### src/rtl/port_receiver.sv
// port_receiver: store-and-forward receiver for one switch output port; grants a packet
// only when it fits, exposes complete packets to the host. Optional macro: PORT_RX_STATS_EN.
module port_receiver #(
    parameter int DEPTH     = 64,
    parameter int PKT_SLOTS = 4
) (
    input  logic        clk,
    input  logic        reset,
    input  logic [4:0]  newdata_len,
    input  logic [7:0]  data_out,
    output logic        proceed,
    input  logic        rd_en,
    output logic [7:0]  rd_data,
    output logic        rd_valid,
    output logic        rd_eop,
    output logic        pkt_avail,
    output logic [4:0]  pkt_len,
    output logic        busy
`ifdef PORT_RX_STATS_EN
    ,
    output logic [15:0] rx_pkt_count,
    output logic [23:0] rx_byte_count
`endif
);
    localparam int AW  = $clog2(DEPTH);
    localparam int PW  = AW + 1;
    localparam int SW  = $clog2(PKT_SLOTS);
    localparam int SWP = SW + 1;

    typedef enum logic [1:0] {
        IDLE   = 2'd0,
        GRANT  = 2'd1,
        RECV   = 2'd2,
        COMMIT = 2'd3
    } state_t;

    state_t         state_q, state_d;
    logic [4:0]     cur_len_q, cur_len_d;
    logic [4:0]     cnt_q, cnt_d;
    logic [PW-1:0]  wr_ptr_q, wr_ptr_d;
    logic [PW-1:0]  cmt_ptr_q, cmt_ptr_d;
    logic [PW-1:0]  rd_ptr_q, rd_ptr_d;
    logic [SW:0]    lwr_q, lwr_d;
    logic [SW:0]    lrd_q, lrd_d;
    logic [4:0]     head_cnt_q, head_cnt_d;
    logic           proceed_q, proceed_d;
    logic           busy_q, busy_d;
    logic [7:0]     rd_data_q, rd_data_d;
    logic           rd_valid_q, rd_valid_d;
    logic           rd_eop_q, rd_eop_d;
    logic           pkt_avail_q, pkt_avail_d;
    logic [4:0]     pkt_len_q, pkt_len_d;

    logic [7:0]     mem_q [DEPTH];
    logic [4:0]     len_mem_q [PKT_SLOTS];

    logic [PW-1:0]  used_s, free_s;
    logic [SW:0]    slots_s;
    logic           wr_en_s, push_s, pop_s, pop_last_s;

    // Uncommitted bytes count as used, so free space is measured against the write pointer.
    assign used_s  = wr_ptr_q - rd_ptr_q;
    assign free_s  = PW'(DEPTH) - used_s;
    assign slots_s = lwr_q - lrd_q;

    // Next-state logic for the capture FSM, the host pop path and the head-packet view
    always_comb begin
        state_d     = state_q;
        cur_len_d   = cur_len_q;
        cnt_d       = cnt_q;
        wr_ptr_d    = wr_ptr_q;
        cmt_ptr_d   = cmt_ptr_q;
        rd_ptr_d    = rd_ptr_q;
        lwr_d       = lwr_q;
        lrd_d       = lrd_q;
        head_cnt_d  = head_cnt_q;
        rd_data_d   = rd_data_q;
        rd_valid_d  = 1'b0;
        rd_eop_d    = 1'b0;
        wr_en_s     = 1'b0;
        push_s      = 1'b0;
        pop_s       = rd_en && pkt_avail_q && (rd_ptr_q != cmt_ptr_q);
        pop_last_s  = pop_s && (head_cnt_q == (pkt_len_q - 5'd1));

        case (state_q)
            IDLE: begin
                if ((newdata_len != 5'd0) && (free_s >= PW'(newdata_len)) &&
                    (slots_s != SWP'(PKT_SLOTS))) begin
                    state_d   = GRANT;
                    cur_len_d = newdata_len;
                end else begin
                    state_d   = IDLE;
                end
            end
            GRANT: begin
                state_d = RECV;
                cnt_d   = 5'd0;
            end
            RECV: begin
                wr_en_s  = 1'b1;
                wr_ptr_d = wr_ptr_q + PW'(1);
                cnt_d    = cnt_q + 5'd1;
                if (cnt_q == (cur_len_q - 5'd1)) begin
                    state_d = COMMIT;
                end else begin
                    state_d = RECV;
                end
            end
            COMMIT: begin
                push_s    = 1'b1;
                cmt_ptr_d = wr_ptr_q;
                lwr_d     = lwr_q + SWP'(1);
                state_d   = IDLE;
            end
            default: begin
                state_d = IDLE;
            end
        endcase

        if (pop_s) begin
            rd_ptr_d   = rd_ptr_q + PW'(1);
            rd_data_d  = mem_q[rd_ptr_q[AW-1:0]];
            rd_valid_d = 1'b1;
            rd_eop_d   = pop_last_s;
            if (pop_last_s) begin
                head_cnt_d = 5'd0;
                lrd_d      = lrd_q + SWP'(1);
            end else begin
                head_cnt_d = head_cnt_q + 5'd1;
            end
        end else begin
            rd_data_d  = rd_data_q;
        end

        proceed_d   = (state_d == GRANT);
        busy_d      = (state_d != IDLE);
        pkt_avail_d = (lwr_d != lrd_d);
        // A push into an empty length FIFO lands on the new head slot this same edge.
        if (lwr_d == lrd_d) begin
            pkt_len_d = 5'd0;
        end else if (push_s && (lrd_d == lwr_q)) begin
            pkt_len_d = cur_len_q;
        end else begin
            pkt_len_d = len_mem_q[lrd_d[SW-1:0]];
        end
    end

    // Control and output registers
    always_ff @(posedge clk) begin
        if (reset) begin
            state_q     <= IDLE;
            cur_len_q   <= 5'd0;
            cnt_q       <= 5'd0;
            wr_ptr_q    <= '0;
            cmt_ptr_q   <= '0;
            rd_ptr_q    <= '0;
            lwr_q       <= '0;
            lrd_q       <= '0;
            head_cnt_q  <= 5'd0;
            proceed_q   <= 1'b0;
            busy_q      <= 1'b0;
            rd_data_q   <= 8'd0;
            rd_valid_q  <= 1'b0;
            rd_eop_q    <= 1'b0;
            pkt_avail_q <= 1'b0;
            pkt_len_q   <= 5'd0;
        end else begin
            state_q     <= state_d;
            cur_len_q   <= cur_len_d;
            cnt_q       <= cnt_d;
            wr_ptr_q    <= wr_ptr_d;
            cmt_ptr_q   <= cmt_ptr_d;
            rd_ptr_q    <= rd_ptr_d;
            lwr_q       <= lwr_d;
            lrd_q       <= lrd_d;
            head_cnt_q  <= head_cnt_d;
            proceed_q   <= proceed_d;
            busy_q      <= busy_d;
            rd_data_q   <= rd_data_d;
            rd_valid_q  <= rd_valid_d;
            rd_eop_q    <= rd_eop_d;
            pkt_avail_q <= pkt_avail_d;
            pkt_len_q   <= pkt_len_d;
        end
    end

    // Byte store; contents need no reset because only committed bytes are ever read
    always_ff @(posedge clk) begin
        if (wr_en_s) begin
            mem_q[wr_ptr_q[AW-1:0]] <= data_out;
        end
    end

    // Length FIFO storage
    always_ff @(posedge clk) begin
        if (reset) begin
            for (int i = 0; i < PKT_SLOTS; i++) begin
                len_mem_q[i] <= 5'd0;
            end
        end else if (push_s) begin
            len_mem_q[lwr_q[SW-1:0]] <= cur_len_q;
        end
    end

    assign proceed   = proceed_q;
    assign busy      = busy_q;
    assign rd_data   = rd_data_q;
    assign rd_valid  = rd_valid_q;
    assign rd_eop    = rd_eop_q;
    assign pkt_avail = pkt_avail_q;
    assign pkt_len   = pkt_len_q;

`ifdef PORT_RX_STATS_EN
    logic [15:0] rx_pkt_count_q, rx_pkt_count_d;
    logic [23:0] rx_byte_count_q, rx_byte_count_d;
    logic [24:0] byte_sum_s;

    // Saturating packet and byte counters, stepped on each commit
    always_comb begin
        rx_pkt_count_d  = rx_pkt_count_q;
        rx_byte_count_d = rx_byte_count_q;
        byte_sum_s      = {1'b0, rx_byte_count_q} + {20'd0, cur_len_q};
        if (push_s) begin
            if (rx_pkt_count_q != 16'hFFFF) begin
                rx_pkt_count_d = rx_pkt_count_q + 16'd1;
            end else begin
                rx_pkt_count_d = rx_pkt_count_q;
            end
            if (byte_sum_s[24]) begin
                rx_byte_count_d = 24'hFF_FFFF;
            end else begin
                rx_byte_count_d = byte_sum_s[23:0];
            end
        end else begin
            rx_pkt_count_d  = rx_pkt_count_q;
            rx_byte_count_d = rx_byte_count_q;
        end
    end

    // Statistics registers
    always_ff @(posedge clk) begin
        if (reset) begin
            rx_pkt_count_q  <= 16'd0;
            rx_byte_count_q <= 24'd0;
        end else begin
            rx_pkt_count_q  <= rx_pkt_count_d;
            rx_byte_count_q <= rx_byte_count_d;
        end
    end

    assign rx_pkt_count  = rx_pkt_count_q;
    assign rx_byte_count = rx_byte_count_q;
`endif

endmodule
### config.mk
export PLATFORM = sky130hd
export DESIGN_NAME = port_receiver
export DESIGN_NICKNAME = d
export VERILOG_FILES = /design/src/rtl/port_receiver.sv
export SDC_FILE = /design/constraint.sdc
export NUM_CORES = 1
export LEC_CHECK = 0
export CAP_MARGIN = 20
export CORE_MARGIN = 8
export CORE_UTILIZATION = 45
export CTS_CLUSTER_SIZE = 24
export DETAILED_ROUTE_END_ITERATION = 12
export GPL_ROUTABILITY_DRIVEN = 0
export MAX_ROUTING_LAYER = met4
export PLACE_DENSITY = 0.6
export SYNTH_ARGS = -nofsm -noshare
export SYNTH_HDL_FRONTEND = slang
export SYNTH_SLANG_ARGS = --single-unit
### constraint.sdc
create_clock -name clk -period 6 [get_ports clk]
set_input_delay 0.9 -clock clk [delete_from_list [all_inputs] [get_ports clk]]
set_output_delay 0.9 -clock clk [all_outputs]
set_load 0.01 [all_outputs]
==> results by group <==
Clock tree
  – Clock Path Buffers: 3
  – Post-CTS Resized: 0
  – Clock Latency Late Sink: 620 ps
  – Clock Sinks: 594
  – TritonCTS clock tree: built
  – Hold-fix buffers, CTS: 0
  – Reg clk slew, reported paths: 60 ps
  – Maximum level of the CTS H-tree: 2
  – Postcts setup bufs: 0
  – Root buffer cell: clkbuf_16
  – Number of CTS-inserted buffers: 59

Timing
  – Max_slew headroom: 29.34%
  – Setup TNS: 0 ps
  – Fmax achieved: 275.7 MHz
  – Worst Tran Pin Value: 1060 ps
  – Crit path time final: 3627 ps
  – RSZ-0062 raised after global routing: no
  – Count of final setup violators: 0
  – Slew Viols, Final: 0
  – Clock Skews: 18.92 ps
  – Final hold violations: 0
  – Period utilisation layout: 60.46%

Global routing
  – Grt total ovfl: 0
  – Antenna violations before repair: 1
  – Largest net degree at the start of global routing: 110
  – Met3 Resource Use GR: 3.645%
  – GRT Max-Usage Layer: met2
  – Total GRT Usage: 18.21%
  – First-pass GRT wire length: 79860 um
  – Grt met1 use: 25.54%
  – Grt met2 use: 27.41%
  – Number of global-route vias before repair: 12014

Synth
  – FF+latch count, synth: 594
  – Synth Flop Type: edfxtp_1
  – Synth cell types: 52
  – Mux cell area share after synthesis: 17.39%
  – Xor/xnor share of the synthesized area: 1.900%
  – Compound-gate portion of the synthesized area: 1.802%
  – EDFF count, synth: 532
  – Register area share after synthesis: 71.05%
  – Async SR Flop Fraction: 0%
  – Syn Inst Count: 1280
  – Syn nets: 1327
  – Average size of a mapped cell: 18.93 um2
  – Largest family of logic cells by synthesized area: multiplexers
  – Cell Area, Synth: 24230 um2
  – Synthesis warning total: 0
  – Synth Area in Adders: 1.632%
  – Simple-Gate Fraction of Synth Area: 4.497%

Pwr
  – Pint: 0.006852 W
  – LEAKAGE: 8.446 nW
  – Gate power share: 6.3%
  – Pwr Density: 323.4 nW/um2
  – NetSw: 0.001956 W
  – VDD IR max: 0.2553 mV
  – Sw frac: 22.20%
  – Total power: 0.008807 W
  – Clk network pwr share: 40.9%
  – Seq pwr share: 52.8%

Floorplan
  – Chip Width: 248.1 um
  – Chip height: 248.1 um
  – Core area: 53500 um2
  – # rows: 85
  – Initial Utilization: 45.30%
  – Die area: 61530 um2
  – Ports: 34

Cells and area
  – # diodes: 0
  – Area growth, synth to finish: 12.38%
  – Multi-input logic area: 6604 um2
  – Fillcell total: 4242
  – Commonest non-fill, non-tap cell in the layout: edfxtp_1
  – Layout cells sized above 1: 21.24%
  – Final nets: 1371
  – Sequential Area: 17230 um2
  – Most frequent cells in the layout: 532 x edfxtp_1, 168 x mux4_2, 105 x nor2_1

Routing
  – Routed WL: 53510 um
  – DRT Pass-1 Iters: 5
  – DR iter-0 viols: 1016
  – Number of remaining DRC errors: 0
  – Routed wire length per instance: 25.90 um
  – Vias post-DR: 11898
  – Detail Route Antenna Nets: 0
  – Vias per inst: 5.759

Worst setup path
  – Cell breakdown of the critical path: buf_12 -> mux4_2 -> mux4_2 -> mux4_2 -> mux2i_1 -> nor2_1
  – Worst path arrival time: 4110 ps
  – Crit-path max FO: 109
  – Nature of the critical path endpoint: flip-flop
  – R2r endpoint: rd_data[4]$_SDFFE_PP0N_
  – Critical path's most frequent cell: mux4_2
  – Worst reg-to-reg path cell count: 6
  – CP endpoint: rd_data[4]$_SDFFE_PP0N_
  – Critical Path Source Type: flip-flop
  – FF-to-FF setup slack: 2370 ps
  – CP Class: flip-flop to flip-flop
  – CP Launch Point: rd_ptr_q[0]$_SDFFE_PP0N_
  – Max stage delay on crit path: 730 ps
  – Worst path slowest cell: dfxtp_4
  – RR Startpoint: rd_ptr_q[0]$_SDFFE_PP0N_
  – Req. time, crit path: 6480 ps

Placed design
  – Hpwl dp: 32920 um
  – IO Port Bufs: 33

Run status
  – Status: finished clean

Flow run
  – Max cap viols: 0

Min path
  – Worst hold path startpoint: cnt_q[1]$_SDFFE_PP0P_
  – HP Class: flip-flop to flip-flop
synth_stat cells, types with 3 or more instances:
master    number  area share [%]
mux2i_1       43             1.8
a21o_1         7            0.22
nor2_1       105             1.6
nand2_1       29            0.45
nand4_1        7            0.18
a32oi_1       11            0.40
nor4_1         3           0.077
and4_1         4            0.14
inv_1         30            0.46
xnor2_1       31             1.1
clkbuf_1      47            0.73
o211ai_1       7            0.22
buf_1          7            0.11
buf_2          8            0.17
a21oi_1       19            0.39
ha_1          30             1.5
and2_1        22            0.57
nor3_1        12            0.25
nand2b_1       3           0.077
nor2b_1        7            0.18
buf_4          7            0.22
mux4_2       168              16
or2_2          3           0.077
edfxtp_1     532              66
xor2_1        19            0.69
nand3_1       20            0.41
dfxtp_1       62             5.1
and3_1         5            0.13
o21ai_0        3           0.062
critical path, delay by kind of cell (launching register included):
kind | cells | cell delay [ps]
buf+inv | 1 | 600
flops | 1 | 730
mux | 4 | 1810
simple gates | 1 | 50
worst min path at each step:
stage                                 to  slack (ps)  cells after the start
2_1_floorplan  cmt_ptr_q[1]$_SDFFE_PP0P_         480                      2
5_1_grt        cmt_ptr_q[4]$_SDFFE_PP0P_         540                      2
3_5_place_dp   cmt_ptr_q[2]$_SDFFE_PP0P_         510                      2
6_report           cnt_q[1]$_SDFFE_PP0P_         510                      2
4_1_cts            cnt_q[1]$_SDFFE_PP0P_         520                      2
3_3_place_gp   cmt_ptr_q[3]$_SDFFE_PP0P_         500                      2
final cells by class:
cell class              instances  share of cell area, %
inverters                      30                 0.4135
well taps                     696                  3.198
clock buffers                  70                  5.652
flip-flops and latches        594                  63.26
repair buffers                 53                  1.930
multi-input cells             586                  24.25
clock inverters                37                  1.296
sequential cells by signal (all words and copies together), names as in the netlist:
| signal | count |
|---|---|
| state_q | 2 |
| wr_ptr_q | 7 |
| rd_eop | 1 |
| pkt_avail | 1 |
| cnt_q | 5 |
| busy | 1 |
| pkt_len | 5 |
| rd_data | 8 |
| head_cnt_q | 5 |
| rd_ptr_q | 7 |
| cmt_ptr_q | 7 |
| lrd_q | 3 |
| proceed | 1 |
| lwr_q | 3 |
| rd_valid | 1 |
| cur_len_q | 5 |
| mem_q | 512 |
| len_mem_q | 20 |
stage by stage:
stage / hold slack [ps] / instance area, um2 / setup slack (ps) / utilization [%] / std cells
finish: 512.9 / 27230 / 2373 / 50.90 / 2066
floorplan: 480.7 / 24230 / 2634 / - / 1280
global route: 544.2 / 27230 / 2141 / 50.90 / 2066
CTS: 517.2 / 27120 / 2337 / 50.69 / 2061
detailed placement: 505.9 / 25220 / 2358 / 47.15 / 1954
global placement: 495.1 / 25220 / 2334 / 47.15 / 1954
cell families (layout without fill, tap and decap cells):
logic type	count (synthesis)	after routing
DFF	594	594
adders and majority gates	31	31
muxes	211	211
AOI/OAI and AO/OA	63	63
xor gates and xnor gates	51	51
buffers and inverters	100	190
and+or+nand+nor	230	230
routing by layer:
| metal | wire length, um | share of wire [%] | vias to the layer above |
|---|---|---|---|
| met5 | 0 | 0 | - |
| met3 | 3756 | 7.0 | 79 |
| met1 | 23620 | 44 | 6245 |
| met4 | 1103 | 2.1 | 0 |
| met2 | 25030 | 47 | 359 |
| li1 | - | - | 5215 |
power by group through the flow:
stage	clock [W]	sequential, W	combinational [W]
after floorplan	0	0.00469	0.000375
after global placement	0	0.00474	0.000539
after detailed placement	0	0.00474	0.000550
after CTS	0.00368	0.00465	0.000553
after global routing	0.00383	0.00466	0.000616
final	0.00361	0.00465	0.000552
No activity file was read; power rests on OpenSTA's default activity.
